$ cat config.mk
export PLATFORM = sky130hd
export DESIGN_NAME = regfile_sb
export DESIGN_NICKNAME = d
export VERILOG_FILES = /design/src/rtl/regfile_sb.sv
export SDC_FILE = /design/constraint.sdc
export NUM_CORES = 2
export LEC_CHECK = 0
export BUFFER_PORTS_ARGS = -buffer_cell sky130_fd_sc_hd__buf_2
export CAP_MARGIN = 20
export CORE_MARGIN = 10
export CORE_UTILIZATION = 35
export DETAILED_ROUTE_END_ITERATION = 8
export GPL_TIMING_DRIVEN = 0
export PLACE_DENSITY = 0.53
export SETUP_SLACK_MARGIN = 0.15
export SLEW_MARGIN = 10
export SYNTH_ARGS = -nofsm -noshare
export SYNTH_HDL_FRONTEND = slang
export SYNTH_SLANG_ARGS = --single-unit
$ cat constraint.sdc
create_clock -name clk -period 50.8 [get_ports clk]
set_input_delay 7.62 -clock clk [delete_from_list [all_inputs] [get_ports clk]]
set_output_delay 7.62 -clock clk [all_outputs]
set_load 0.05 [all_outputs]
$ cat src/rtl/regfile_sb.sv
// regfile_sb: architectural register file with a per-register pending-write
// scoreboard. Decode reserves writes (count up), writeback retires them
// (value written, count down). Reads are combinational from current state,
// with no write-to-read bypass, so a register is never shown ready early.
module regfile_sb #(
    parameter int REG_CNT     = 32,
    parameter int LOG_REG_CNT = 5,
    parameter int CNT_W       = 4
) (
    input  logic                   clk,
    input  logic                   rst,
    input  logic                   rdy,
    input  logic                   read_rs1,
    input  logic [LOG_REG_CNT-1:0] rs1_id,
    output logic [31:0]            rs1_val_raw,
    output logic [31:0]            rs1_wcnt,
    input  logic                   read_rs2,
    input  logic [LOG_REG_CNT-1:0] rs2_id,
    output logic [31:0]            rs2_val_raw,
    output logic [31:0]            rs2_wcnt,
    input  logic                   write_rd_wcnt,
    input  logic [LOG_REG_CNT-1:0] rd_id,
    input  logic                   wb_en,
    input  logic [LOG_REG_CNT-1:0] wb_id,
    input  logic [31:0]            wb_val,
    output logic                   sb_err
);

    localparam logic [CNT_W-1:0] CNT_MAX = '1;

    // Per-register views gathered from the generate blocks below.
    logic [31:0]      w_val [REG_CNT];
    logic [CNT_W-1:0] w_cnt [REG_CNT];
    logic [REG_CNT-1:0] w_ovf;
    logic [REG_CNT-1:0] w_unf;
    logic               r_sb_err;

    genvar gi;
    generate
        for (gi = 0; gi < REG_CNT; gi++) begin : g_reg
            if (gi == 0) begin : g_zero
                // x0 has no storage: reads zero, ignores reservations and writebacks.
                assign w_val[gi] = '0;
                assign w_cnt[gi] = '0;
                assign w_ovf[gi] = 1'b0;
                assign w_unf[gi] = 1'b0;
            end else begin : g_live
                logic [31:0]      r_val;
                logic [CNT_W-1:0] r_cnt;
                logic             w_inc;
                logic             w_dec;

                assign w_inc = write_rd_wcnt && (rd_id == LOG_REG_CNT'(gi));
                assign w_dec = wb_en && (wb_id == LOG_REG_CNT'(gi));

                // A simultaneous reserve+retire nets to zero and can never fault.
                assign w_ovf[gi] = w_inc && !w_dec && (r_cnt == CNT_MAX);
                assign w_unf[gi] = w_dec && !w_inc && (r_cnt == '0);

                // Register value: writeback always lands, even on a count underflow.
                always_ff @(posedge clk or posedge rst) begin
                    if (rst) begin
                        r_val <= '0;
                    end else if (rdy && w_dec) begin
                        r_val <= wb_val;
                    end
                end

                // Pending-write counter, saturating at both ends.
                always_ff @(posedge clk or posedge rst) begin
                    if (rst) begin
                        r_cnt <= '0;
                    end else if (rdy) begin
                        if (w_inc && !w_dec && (r_cnt != CNT_MAX)) begin
                            r_cnt <= r_cnt + 1'b1;
                        end else if (w_dec && !w_inc && (r_cnt != '0)) begin
                            r_cnt <= r_cnt - 1'b1;
                        end
                    end
                end

                assign w_val[gi] = r_val;
                assign w_cnt[gi] = r_cnt;
            end
        end
    endgenerate

    // Sticky scoreboard error flag; only reset clears it.
    always_ff @(posedge clk or posedge rst) begin
        if (rst) begin
            r_sb_err <= 1'b0;
        end else if (rdy && ((|w_ovf) || (|w_unf))) begin
            r_sb_err <= 1'b1;
        end
    end

    assign sb_err = r_sb_err;

    // Combinational read ports; a deasserted request forces zeros.
    always_comb begin
        rs1_val_raw = '0;
        rs1_wcnt    = '0;
        rs2_val_raw = '0;
        rs2_wcnt    = '0;
        if (read_rs1) begin
            rs1_val_raw = w_val[rs1_id];
            rs1_wcnt    = {{(32-CNT_W){1'b0}}, w_cnt[rs1_id]};
        end
        if (read_rs2) begin
            rs2_val_raw = w_val[rs2_id];
            rs2_wcnt    = {{(32-CNT_W){1'b0}}, w_cnt[rs2_id]};
        end
    end

endmodule

==> qor.csv <==
metric,value,unit
Sink Count,1117,
vias in the first global route,44400,
largest family of logic cells by synthesized area,multiplexers,
ys flop type,dfrtp_1,
Clock transition at path regs,0.06,ns
Area Overhead vs Synth,14.7,%
hpwl dp,172000,um
# rows,157,
RSZ-0062 raised after global routing,false,
vias per cell,6.01,
Max Cap Viol,0,
Final Util,0.403,
"Seq/Total Area, Yosys",0.434,
"FFs w/ async S/R, synth",1.00,
GP Congestion,0.947,
drt pass-1 iters,5,
total core area,183000,sq um
Nets,4840,
Worst EP arrival,11.53,ns
placed insts,7008,
largest net degree at the start of global routing,113,
sum of buffers and inverters on the critical path,5,
post-synthesis xor/xnor area fraction,0.0169,
vias after detailed routing,43600,
Crit path max-delay family,buffers and inverters,
Die ar.,202000,sq um
CP endpoint kind,output pin,
"Setup violations, final",0,
drt wl/cell,33.4,um
CP max-delay cell,clkbuf_1,
initial antenna violation count,17,
"Hold Violations, Final",0,
FF/Latch Area,28000,sq um
cells along the critical path,buf_2 > buf_1 > buf_6 > clkbuf_1 > mux4_2 > mux4_2 > nand2b_1 > o211a_1 > buf_2,
area occupied by multi-input gates,34400,sq um
max incr delay on CP,0.83,ns
Non-Filler Instances,7259,
Max Slew Vio Count,0,
Hold Path Class,reg -> reg,
Lkg Pwr,32.9,nW
Detailed Route WL,243000,um
synthesis warning total,0,
Synth Cell Area,64400,sq um
"Avg Cell Area, Syn",14.9,sq um
global route overflow,0,
Fillers,17200,
Crit path required time,43.18,ns
Port-buffer cells,118,
Worst Max-Slew Pin Slew,1.34,ns
DRT iter0 DRCs,4566,
CP max FO,10,
CTS Hold Bufs,0,
Antenna Nets Post-Route,0,
"EDFF count, synth",0,
PostCTS Resize Cnt,0,
Synth Area in Simple Gates,0.0350,
Starting Density,0.352,
H-tree depth,4,
"flops & latches, synth",1117,
fin crit period,19.15,ns
root buf cell,clkbuf_16,
share of cells above drive strength 1,0.483,
Die H,449,um
Synth Area in Adders,0.0217,
Pwr Density,39.8,nW/um^2
IO Count,188,
Max Root-Sink Buffers,3,
drt drc,0,
Yosys cell types,57,
insertion delay to the later sink of the worst-skew pair,0.80,ns
post-synthesis compound-gate area fraction,0.0400,
cells after synthesis,4313,
CP Class,in -> out,
GRT Total Usage,0.235,
post-CTS setup buffers,0,
fmax,0.0522,GHz
status,"finished, final reports clean",
period utilization,0.377,
Slew HR,0.109,
Peak VDD IR,0.0279,mV
Startpoint Class,input pin,
Die W,449,um
Overall Power,2.94,mW
Max Clock Skew,0.0289,ns
first-pass GRT wire length,341000,um
mux contribution to synthesized area,0.418,
CTS tree,done,
Num CTS Buffers,132,
==> final cells by class <==
cell class	instances	area share
Clock inverter	36	0.00630
Tap cell	2464	0.0417
Clock buffer	197	0.0542
Buffer	468	0.0300
Sequential cell	1117	0.378
Timing Repair Buffer	186	0.0222
Multi-Input combinational cell	2776	0.466
Antenna cell	8	0.000271
Inverter	7	0.000457
==> cell families (layout without fill, tap and decap cells) <==
kind of cell	count (synthesis)	in the layout
adder cells (fa/ha/maj)	93	93
flip-flops	1117	1117
other	1	64
AND/OR/NAND/NOR	434	434
multiplexers	1743	1743
buffers and inverters	475	894
AO/OA/AOI/OAI	326	326
XOR/XNOR	124	124
==> final timing paths <==
check                                          startpoint                         to  slack, ns  depth (start not counted)
worst max register to register  g_reg[15].g_live.r_cnt[1]  g_reg[15].g_live.r_cnt[3]      48.29                          8
worst max-delay path                            rs2_id[1]            rs2_val_raw[18]      31.65                          9
max in group asynchronous                             rst  g_reg[5].g_live.r_val[22]      41.54                          6
worst min-delay path            g_reg[26].g_live.r_val[5]  g_reg[26].g_live.r_val[5]       0.52                          1
min in group asynchronous                             rst  g_reg[25].g_live.r_val[3]       6.85                          2
worst min register to register  g_reg[26].g_live.r_val[5]  g_reg[26].g_live.r_val[5]       0.52                          1
==> synthesized netlist by cell type (59+ instances only) <==
library cell,number,share of area
dfrtp_1,1117,0.43
mux2_2,1094,0.19
mux4_2,648,0.23
clkbuf_1,203,0.012
nand2_1,133,0.0078
buf_1,129,0.0075
nand2b_1,82,0.0080
nor2_1,77,0.0045
o211a_1,73,0.011
a22o_1,72,0.0098
xnor2_1,67,0.0091
ha_1,62,0.012
buf_4,61,0.0071
buf_2,59,0.0046
==> through the flow <==
step                      setup TNS [ns]  cell area, sq um  worst slack, ns  hold slack [ns]
after floorplan                        0             64600            11.73            0.486
after global placement          -2953.23             68300            -2.87            0.499
after detailed placement               0             69200            31.77            0.508
after CTS                              0             73700            31.76            0.521
after global routing                   0             73900            31.67            0.531
final                                  0             73900            31.65            0.521
==> flip-flops by register name, summed over array words and instances (netlist names) <==
name            cells
sb_err              1
g.g_live.r_cnt    124
g.g_live.r_val    992
==> where the power goes <==
group / total, mW / switching [mW] / internal [mW]
logic: 0.720 / 0.329 / 0.391
clock network: 0.998 / 0.411 / 0.587
registers: 1.22 / 0.177 / 1.04
total: 2.94 / 0.917 / 2.02
==> cells in the final DEF (no fill, tap or decap), types with 34 or more instances in the layout <==
cell,netlist,layout
nand4_1,40,40
nor4_1,34,34
mux4_2,648,648
dfrtp_1,1117,1117
conb_1,1,56
nand2_1,133,133
buf_6,16,46
xor2_1,57,57
mux2_2,1094,1094
buf_1,129,107
buf_2,59,198
nand2b_1,82,82
buf_4,61,61
nor2_1,77,77
o21ai_0,48,48
ha_1,62,62
xnor2_1,67,67
clkbuf_16,0,138
o211a_1,73,73
a22o_1,72,72
clkbuf_1,203,222
==> per-layer routing <==
layer / track usage / part of all wire
met1: 0.303 / 0.40
met2: 0.369 / 0.46
met3: 0.0607 / 0.081
met4: 0.114 / 0.055
met5: 0 / 0.00028
==> worst register-to-register path, delay by kind of cell, from the launching register on <==
family                     cells  cell delay [ns]
DFF                            1             0.46
xor gates and xnor gates       2             0.30
adders and majority gates      1             0.33
and+or+nand+nor                3             0.97
AOI/OAI and AO/OA              2             0.33
(Power assumes the default switching activity.)
